==> config.mk <==
export PLATFORM = sky130hd
export DESIGN_NAME = tag_tx_ctrl_hop
export DESIGN_NICKNAME = d
export VERILOG_FILES = /design/src/rtl/tag_hop_pkg.sv /design/src/rtl/tag_tx_sync_gen.sv /design/src/rtl/tag_tx_ctrl_hop.sv
export SDC_FILE = /design/constraint.sdc
export NUM_CORES = 1
export LEC_CHECK = 0
export CAP_MARGIN = 20
export CORE_MARGIN = 4
export CORE_UTILIZATION = 30
export DETAILED_ROUTE_END_ITERATION = 10
export HOLD_SLACK_MARGIN = 0.06
export PLACE_DENSITY = 0.64
export SYNTH_ARGS = -nofsm -noshare
export SYNTH_HDL_FRONTEND = slang
export SYNTH_SLANG_ARGS = --single-unit
==> constraint.sdc <==
create_clock -name clk -period 4.7 [get_ports clk]
set_input_delay 0.94 -clock clk [delete_from_list [all_inputs] [get_ports clk]]
set_output_delay 0.94 -clock clk [all_outputs]
set_load 0.01 [all_outputs]
==> src/rtl/tag_hop_pkg.sv <==
// Shared definitions for the frequency-hopping tag link (anchor TX and tag RX controllers).
package tag_hop_pkg;

    typedef enum logic [2:0] {
        StIdle     = 3'd0,
        StTrig     = 3'd1,
        StLocSync  = 3'd2,
        StHopGuard = 3'd3,
        StHopTx    = 3'd4
    } tx_state_e;

    localparam logic [11:0] SYNC_OUT_MASK = 12'h002;
    localparam logic [11:0] TX_OUT_MASK   = 12'h001;

    localparam int unsigned SYNC_AMP_DEFAULT = 28672;

endpackage

==> src/rtl/tag_tx_sync_gen.sv <==
// Square-wave localisation sync generator: +amp in the first half of the countdown, -amp after.
module tag_tx_sync_gen #(
    parameter int unsigned DATA_WIDTH = 16,
    parameter int unsigned CNT_WIDTH  = 24,
    parameter int unsigned SYNC_AMP   = 28672
) (
    input  logic [CNT_WIDTH-1:0]  cnt,
    input  logic [CNT_WIDTH-1:0]  half,
    output logic [DATA_WIDTH-1:0] itx,
    output logic [DATA_WIDTH-1:0] qtx
);

    localparam logic [DATA_WIDTH-1:0] AmpPos = DATA_WIDTH'(SYNC_AMP);
    localparam logic [DATA_WIDTH-1:0] AmpNeg = -AmpPos;

    // cnt counts down, so the high half of the range is the first half in time.
    assign itx = (cnt >= half) ? AmpPos : AmpNeg;
    assign qtx = '0;

endmodule

==> src/rtl/tag_tx_ctrl_hop.sv <==
// Anchor-side frequency-hopping transmit controller: GPIO trigger, sync burst, guard/tone hops.
// Define TAG_TX_HOP_LOOP_EN to repeat frames until abort instead of returning to idle.
module tag_tx_ctrl_hop
    import tag_hop_pkg::*;
#(
    parameter int unsigned DATA_WIDTH     = 16,
    parameter int unsigned GPIO_REG_WIDTH = 12,
    parameter int unsigned NSIG_WIDTH     = 24,
    parameter int unsigned NSYNC_WIDTH    = 24,
    parameter int unsigned HOP_WIDTH      = 7,
    parameter int unsigned NUM_HOPS       = 64,
    parameter int unsigned NSIG           = 294912,
    parameter int unsigned NSYNC_LOC      = 16384,
    parameter int unsigned NSYNC_HOP      = 16384,
    parameter int unsigned TRIG_LEN       = 16,
    parameter int unsigned SYNC_AMP       = SYNC_AMP_DEFAULT
) (
    input  logic                      clk,
    input  logic                      reset,
    input  logic                      start,
    input  logic                      abort,
    input  logic [DATA_WIDTH-1:0]     itx_in,
    input  logic [DATA_WIDTH-1:0]     qtx_in,
    input  logic                      tx_ready,
    output logic [DATA_WIDTH-1:0]     itx_out,
    output logic [DATA_WIDTH-1:0]     qtx_out,
    output logic                      tx_valid,
    output logic [GPIO_REG_WIDTH-1:0] gpio_out,
    output logic [GPIO_REG_WIDTH-1:0] gpio_ddr,
    output logic [HOP_WIDTH-1:0]      hop_n,
    output logic                      hop_stb,
    output logic [2:0]                tx_state,
    output logic                      busy,
    output logic                      done
);

    localparam logic [NSYNC_WIDTH-1:0] TrigLoad  = NSYNC_WIDTH'(TRIG_LEN - 1);
    localparam logic [NSYNC_WIDTH-1:0] LocLoad   = NSYNC_WIDTH'(NSYNC_LOC - 1);
    localparam logic [NSYNC_WIDTH-1:0] LocHalf   = NSYNC_WIDTH'(NSYNC_LOC / 2);
    localparam logic [NSYNC_WIDTH-1:0] GuardLoad = NSYNC_WIDTH'(NSYNC_HOP - 1);
    localparam logic [NSIG_WIDTH-1:0]  SigLoad   = NSIG_WIDTH'(NSIG - 1);

    tx_state_e              state_q, state_d;
    logic [NSYNC_WIDTH-1:0] cnt_q, cnt_d;
    logic [NSIG_WIDTH-1:0]  nsig_q, nsig_d;
    logic [HOP_WIDTH-1:0]   hop_q, hop_d;
    logic                   hop_stb_q, hop_stb_d;
    logic                   done_q, done_d;
    logic [DATA_WIDTH-1:0]  sync_i, sync_q;
    logic                   accept;

    tag_tx_sync_gen #(
        .DATA_WIDTH (DATA_WIDTH),
        .CNT_WIDTH  (NSYNC_WIDTH),
        .SYNC_AMP   (SYNC_AMP)
    ) u_sync_gen (
        .cnt  (cnt_q),
        .half (LocHalf),
        .itx  (sync_i),
        .qtx  (sync_q)
    );

    always_comb begin
        tx_valid = 1'b0;
        itx_out  = '0;
        qtx_out  = '0;
        unique case (state_q)
            StLocSync: begin
                tx_valid = 1'b1;
                itx_out  = sync_i;
                qtx_out  = sync_q;
            end
            StHopGuard: tx_valid = 1'b1;
            StHopTx: begin
                tx_valid = 1'b1;
                itx_out  = itx_in;
                qtx_out  = qtx_in;
            end
            default: ;
        endcase
    end

    assign accept = tx_valid & tx_ready;

    always_comb begin
        state_d   = state_q;
        cnt_d     = cnt_q;
        nsig_d    = nsig_q;
        hop_d     = hop_q;
        hop_stb_d = 1'b0;
        done_d    = 1'b0;
        if (abort) begin
            state_d = StIdle;
            hop_d   = '0;
        end else begin
            unique case (state_q)
                StIdle: begin
                    if (start) begin
                        state_d = StTrig;
                        cnt_d   = TrigLoad;
                        hop_d   = '0;
                    end
                end
                StTrig: begin
                    if (cnt_q == '0) begin
                        state_d = StLocSync;
                        cnt_d   = LocLoad;
                    end else begin
                        cnt_d = cnt_q - NSYNC_WIDTH'(1);
                    end
                end
                StLocSync: begin
                    if (accept) begin
                        if (cnt_q == '0) begin
                            state_d   = StHopGuard;
                            cnt_d     = GuardLoad;
                            hop_stb_d = 1'b1;
                        end else begin
                            cnt_d = cnt_q - NSYNC_WIDTH'(1);
                        end
                    end
                end
                StHopGuard: begin
                    if (accept) begin
                        if (cnt_q == '0) begin
                            state_d = StHopTx;
                            nsig_d  = SigLoad;
                        end else begin
                            cnt_d = cnt_q - NSYNC_WIDTH'(1);
                        end
                    end
                end
                StHopTx: begin
                    if (accept) begin
                        if (nsig_q != '0) begin
                            nsig_d = nsig_q - NSIG_WIDTH'(1);
                        end else if (32'(hop_q) < NUM_HOPS - 1) begin
                            state_d   = StHopGuard;
                            cnt_d     = GuardLoad;
                            hop_d     = hop_q + HOP_WIDTH'(1);
                            hop_stb_d = 1'b1;
                        end else begin
                            done_d = 1'b1;
                            hop_d  = '0;
`ifdef TAG_TX_HOP_LOOP_EN
                            state_d = StTrig;
                            cnt_d   = TrigLoad;
`else
                            state_d = StIdle;
`endif
                        end
                    end
                end
                default: state_d = StIdle;
            endcase
        end
    end

    always_ff @(posedge clk or negedge reset) begin
        if (!reset) begin
            state_q   <= StIdle;
            cnt_q     <= '0;
            nsig_q    <= '0;
            hop_q     <= '0;
            hop_stb_q <= 1'b0;
            done_q    <= 1'b0;
        end else begin
            state_q   <= state_d;
            cnt_q     <= cnt_d;
            nsig_q    <= nsig_d;
            hop_q     <= hop_d;
            hop_stb_q <= hop_stb_d;
            done_q    <= done_d;
        end
    end

    assign gpio_out = ((state_q == StTrig)  ? GPIO_REG_WIDTH'(SYNC_OUT_MASK) : '0)
                    | ((state_q == StHopTx) ? GPIO_REG_WIDTH'(TX_OUT_MASK)   : '0);
    assign gpio_ddr = GPIO_REG_WIDTH'(SYNC_OUT_MASK | TX_OUT_MASK);
    assign hop_n    = hop_q;
    assign hop_stb  = hop_stb_q;
    assign tx_state = state_q;
    assign busy     = (state_q != StIdle);
    assign done     = done_q;

endmodule

# Word-level counts from Yosys, hierarchy flattened
# Index checks and enable logic that the tools add are counted.
[word_totals] ff_bits=60 out_inout_bits=70 elab_cells=96
[classes] order_cmp=2 n_reduce_logical=12 n_mux=49 bitwise=3 eq_ne=21 add_sub_neg=3
[op_table] operator="24-bit two-way mux" n=12
[op_table] operator="24-bit case mux with 5 select lines" n=1
[op_table] operator="24-bit case mux with 2 select lines" n=1
[op_table] operator="24-bit by 1-bit subtractor with 24-bit output, second input constant" n=2
[op_table] operator="7-bit two-way mux" n=5
[op_table] operator="16-bit two-way mux" n=2
[op_table] operator="16-bit case mux with 2 select lines" n=1
[op_table] operator="3-bit two-way mux" n=9
[op_table] operator="24-bit by 14-bit >= comparator with 1-bit output, second input constant" n=1
[op_table] operator="24-bit zero test" n=1
[op_table] operator="3-bit != test, second input constant" n=8
[op_table] operator="24-bit nonzero test" n=1
[op_table] operator="2-bit != test, second input constant" n=9
[op_table] operator="3-bit case mux with 5 select lines" n=1
[op_table] operator="7-bit case mux with 2 select lines" n=1
[op_table] operator="1-bit two-way mux" n=13
[op_table] operator="9-bit AND reduction" n=1
[op_table] operator="8-bit AND reduction" n=1
[op_table] operator="7-bit by 1-bit adder with 7-bit output, second input constant" n=1
[op_table] operator="7-bit by 6-bit < comparator with 1-bit output, second input constant" n=1
[op_table] operator="3-bit by 2-bit == test with 1-bit output, second input constant" n=2
[op_table] operator="6-bit AND reduction" n=1
[op_table] operator="3-bit nonzero test" n=2
[op_table] operator="5-bit nonzero test" n=1
[op_table] operator="other kinds (11)" n=12

# Depth between registers and ports, before layout
[logic_depth] ltp_word=7 ltp_mapped=9 mapped_depth_nobuf=8

# Hierarchy
# Synthesis repeated with hierarchy kept, for this count alone.
[unflattened] hier_cells=595 area_unflattened_um2=4934.7
[by_module_without_submodules] module="tag_tx_ctrl_hop" n_inst=1 area_per_inst_um2=4085.2 cells_per_inst=478
[by_module_without_submodules] module="tag_tx_sync_gen" n_inst=1 area_per_inst_um2=849.6 cells_per_inst=117

# Least setup slack after synthesis
# OpenSTA, ideal clock, no wires.
[synth_timing] path_kind="reg2reg" from="register nsig_q[0]" to="register nsig_q[11]" path_buffers=0 path_stages_with_launch=9 period_less_slack_ns=2.495 t_arrival_ns=2.364 slack_ns=2.205 setup_ns=0.131 path_cell_list="dfrtp_1 -> inv_1 -> ha_1 -> or3b_2 -> nor4_2 -> a21oi_1 -> o211ai_2 -> nor4_1 -> or3_1"
[synth_via] elab_chain_cells=4 word_cells_on_any_way=7 cone_classes="1 x add/sub; 1 x eq/ne; 3 x mux; 2 x reduce/logical"
[synth_rtl] item="start: declaration" line_no="tag_tx_ctrl_hop.sv:45" rtl="logic [NSIG_WIDTH-1:0] nsig_q, nsig_d;"
[synth_rtl] item="start signal: assignment" line_no="tag_tx_ctrl_hop.sv:170" rtl="nsig_q <= nsig_d;"
[synth_rtl] item="24-bit by 1-bit subtractor with 24-bit output" line_no="tag_tx_ctrl_hop.sv:136" rtl="nsig_d = nsig_q - NSIG_WIDTH'(1);"
[synth_rtl] item="24-bit two-way mux" line_no="tag_tx_ctrl_hop.sv:135" rtl="if (nsig_q != '0) begin"
[synth_rtl] item="24-bit two-way mux" line_no="tag_tx_ctrl_hop.sv:134" rtl="if (accept) begin"
[synth_rtl] item="24-bit case mux with 2 select lines" line_no="tag_tx_ctrl_hop.sv:96" rtl="unique case (state_q)"
# Several ways; a longest one is shown, not always the timed one. The select of a mux whose other input is x is not followed.
# A chain may end at the register's enable or synchronous reset.

# Final worst setup path
[layout_timing] from="register state_q[2] (netlist: tx_state[2])" to="output itx_out[11]"
[layout_via] elab_chain_cells=2 word_cells_on_any_way=3 cone_classes="2 x eq/ne; 1 x mux"
[layout_rtl] item="start: declaration" line_no="tag_tx_ctrl_hop.sv:43" rtl="tx_state_e state_q, state_d;"
[layout_rtl] item="start signal: assignment" line_no="tag_tx_ctrl_hop.sv:161" rtl="state_q <= StIdle;"
[layout_rtl] item="start signal: assignment" line_no="tag_tx_ctrl_hop.sv:168" rtl="state_q <= state_d;"
[layout_rtl] item="3-bit == test or 3-bit by 2-bit == test with 1-bit output (tied branches)"
[layout_rtl] item="16-bit case mux with 2 select lines *" line_no="tag_tx_ctrl_hop.sv:67" rtl="unique case (state_q)"
[layout_rtl] item="end: declaration" line_no="tag_tx_ctrl_hop.sv:25" rtl="output logic [DATA_WIDTH-1:0] itx_out,"
# Every way passes the cells marked *; elsewhere a longest branch is shown, timed or not.

==> results.md <==
- Status: finished clean
- Crit path from: tx_state[2]
- Core ar.: 0.0132 sq mm
- Mean Syn Cell Area: between 8 and 9 sq um
- Starting Density: 30.5%
- Largest net degree at the start of global routing: 33
- Post-synth top area share: 37.3%
- DRT Wirelength: 11.4 mm
- Switching Share: 25.8%
- Cell Pwr Density: 267 mW/mm^2
- Via count: about 3,800
- LEAKAGE: 2.25 nW
- Post-route setup TNS: 0 ns
- Post-synth EDFFs: 0
- Residual DRC: 0
- Fillers: 1,331
- Share of cells above drive strength 1: 6.08%
- Pins Over Slew Limit: 0
- Share of synthesized flip-flops with an asynchronous set or reset: 100%
- Clk root buf: clkbuf_16
- P&R area growth vs syn: 30.2%
- Via count of the first global-routing pass: about 3,700
- Synth Register Bits: 60
- Post-synthesis sequential area ratio: 37.3%
- Crit-path slowest cell: dfrtp_1
- Die W: 124 um
- Cells after DPL: 736
- Die footprint: 0.0153 sq mm
- Combinational share of power: 13.1%
- Cells after Synth: 494
- Reg power frac: 40.8%
- Synth area leader: dfrtp_1
- CP Launch Type: flip-flop
- Worst path buffer plus inverter count: 3
- Min Clock Period, post-route: 3.90 ns
- Slowest cell delay on critical path: roughly 0.54 ns
- Worst IR Drop VDD: ~0.17 mV
- Dominant cells by area after synthesis: dfrtp_1, o21ai_0, nor2_1
- First-pass GRT wire length: 18.3 mm
- CP arrival: 2.96 ns
- Remaining global-route overflow: 0
- Number of diodes: 0
- CTS Hold Bufs: 0
- Max FO, Critical Path: 29
- Setup Skew: 0.00658 ns
- Peak Freq: 0.256 GHz
- Clk buf depth: 2
- Hpwl dp: 8.57 mm
- Clock power share: between 40% and 50%
- Max-Cap Viols: 0
- GRT Overall Usage: 15.0%
- Port bufs: 84
- Worst Path Class, Setup: reg2out
- Hold Path Class: reg2reg
- Yosys warning count: 0
- Placement row count: 42
- Clock transition at path regs: 0.05 ns
- Post-synthesis cell type count: 55
- Top cell family by delay on the critical path: buffers and inverters
- PnR Total Power: ~1.4 mW
- Hold Startpoint: nsig_q[8]
- Nets: 614
- Synth Flop Type: dfrtp_1
- Detail Route Antenna Nets: 0
- Initial antenna violation count: 0
- Cell area after synthesis: 0.00403 sq mm
- Worst EP required: 3.76 ns
- Post-CTS setup buffers: 0
- Final Hold Fails: 0
- 1st-iter DRT viols: 224
- Num CTS Buffers: 9
- GPL Wtd Cong: approximately 0.84
- Post-DR vias/cell: 5.10
- Psw: 0.362 mW
- Fin cells: 752
- CTS tree: done
- Least-Margin Pin Slew: 0.967 ns
- Internal cell power: 1.04 mW
- Max-slew headroom at the worst pin: about a third
- Period utilisation layout: around 83%
- CP Capture Type: output pin
- Critical path cell sequence: and2b_1, nand2_1, clkinv_1, buf_4, and2_1, clkdlybuf4s50_1
- Clk_lat worst skew: 0.33 ns
- Setup-failing EPs final: 0
- Design Area, Final: between 0.005 and 0.006 sq mm
- Post_cts resized: 0
- Placed cell areas: around 0.0050 sq mm
- Num ports: 107
- Wirelength per Cell: 15.1 um
- H-tree level count: 3
- Clock sink total: 60
- Reg2reg start: tx_state[2]
- Die Y: 124 um
- RSZ-0062 raised after global routing: false
- First-pass DRT Iterations: 5
## area by class of cell
type	count	area, sq um	share of cell area, %
clock inverter	2	35.0	0.668
inverter	19	71.3	1.36
timing repair buffer	88	866	16.5
clock buffer	13	250	4.77
sequential	60	1500	28.6
multi-input combinational	394	2300	43.9
tap	176	220	4.20
## Yosys cell counts (2+ instances only)
library cell and count:
nor3b_1 4, inv_1 18, a31oi_1 4, a2bb2oi_1 2, nand2b_1 6, buf_4 22, a21oi_1 35, o211ai_1 9
a21o_1 3, or2_2 6, nor2b_1 5, nor4_1 10, or3_1 9, clkbuf_1 18, or2_1 2, o31ai_1 7
nand3_1 11, dfrtp_1 60, and3_1 5, ha_1 5, o2111ai_1 3, nor4_4 3, nor3_1 11, o21bai_1 2
or4_1 11, xor2_1 16, nor4_2 3, nand4_1 8, o21ai_0 43, nor2_1 56, nand2_1 41, a221oi_1 2
and2_1 29, conb_1 2, o41ai_1 3
## cell families (layout without fill, tap and decap cells)
kind of cell,count (synthesis),in the layout,share of synthesized area [%]
fa+ha+maj,5,5,1.55
mux,2,2,0.528
other cells,2,22,0.186
xor+xnor,16,16,3.48
flops,60,60,37.3
buf+inv,60,122,7.64
compound gates,124,124,18.7
simple gates,225,225,30.6
## layout by cell type, fill, tap and decap left out, drive strengths merged, types with 8 or more instances in the layout
| cell type | instances |
|---|---|
| and2 | 29 |
| nor2 | 56 |
| clkbuf | 13 |
| conb | 22 |
| or4 | 12 |
| a21oi | 35 |
| nand4 | 8 |
| xor2 | 16 |
| or2 | 8 |
| nor3 | 12 |
| nand3 | 11 |
| or3 | 9 |
| dfrtp | 60 |
| nand2 | 41 |
| clkdlybuf4s50 | 83 |
| inv | 18 |
| o211ai | 10 |
| nor4 | 16 |
| o21ai | 44 |
## layer usage
layer / vias to the layer above / share of wire, % / GRT usage (%)
met5: - / 0 / 0
met4: 0 / 1.8 / 4.91
met3: 18 / 3.2 / 3.50
met2: 66 / 52 / 24.6
met1: 1884 / 43 / 19.4
li1: 1867 / - / -
## stage by stage
stage / setup slack (ns) / hold WS [ns] / utilization (%)
CTS: 0.738 / 0.528 / 39.7
floorplan: 2.20 / 0.469 / -
global placement: 1.23 / 0.487 / 37.5
finish: 0.796 / 0.524 / 39.8
global route: 0.522 / 0.552 / 39.8
detailed placement: 1.10 / 0.508 / 37.5
## worst reg2reg max path, cell delays in order (launching register included)
cell and delay (ns):
dfrtp_1 0.54, and2b_1 0.32, nand2_1 0.26, clkinv_1 0.51, buf_4 0.36, o21ai_0 0.22, a21o_1 0.19, a211o_1 0.64
o21ai_0 0.24, o41ai_1 0.11
## worst paths after layout
check                                    to  slack (ns)  cells after the start
max in group asynchronous          cnt_q[2]        3.18                      2
worst min register to register    nsig_q[8]        0.52                      2
worst min-delay path              nsig_q[8]        0.52                      2
min in group asynchronous         nsig_q[3]        0.63                      1
worst max-delay path            itx_out[11]        0.80                      6
worst max register to register    cnt_q[23]        1.17                      9
## registers in the layout (all words and copies together), names as in the netlist
name	count
cnt_q	24
nsig_q	24
hop_n	7
tx_state	3
done	1
hop_stb	1
## power groups by stage
stage          sequential, mW  clock, mW  combinational [mW]
3_5_place_dp            0.580          0               0.185
2_1_floorplan           0.571          0               0.130
6_report                0.572      0.645               0.184
4_1_cts                 0.571      0.660               0.186
5_1_grt                 0.576      0.685               0.210
3_3_place_gp            0.578          0               0.181
Power figures use the tool's default switching activity.
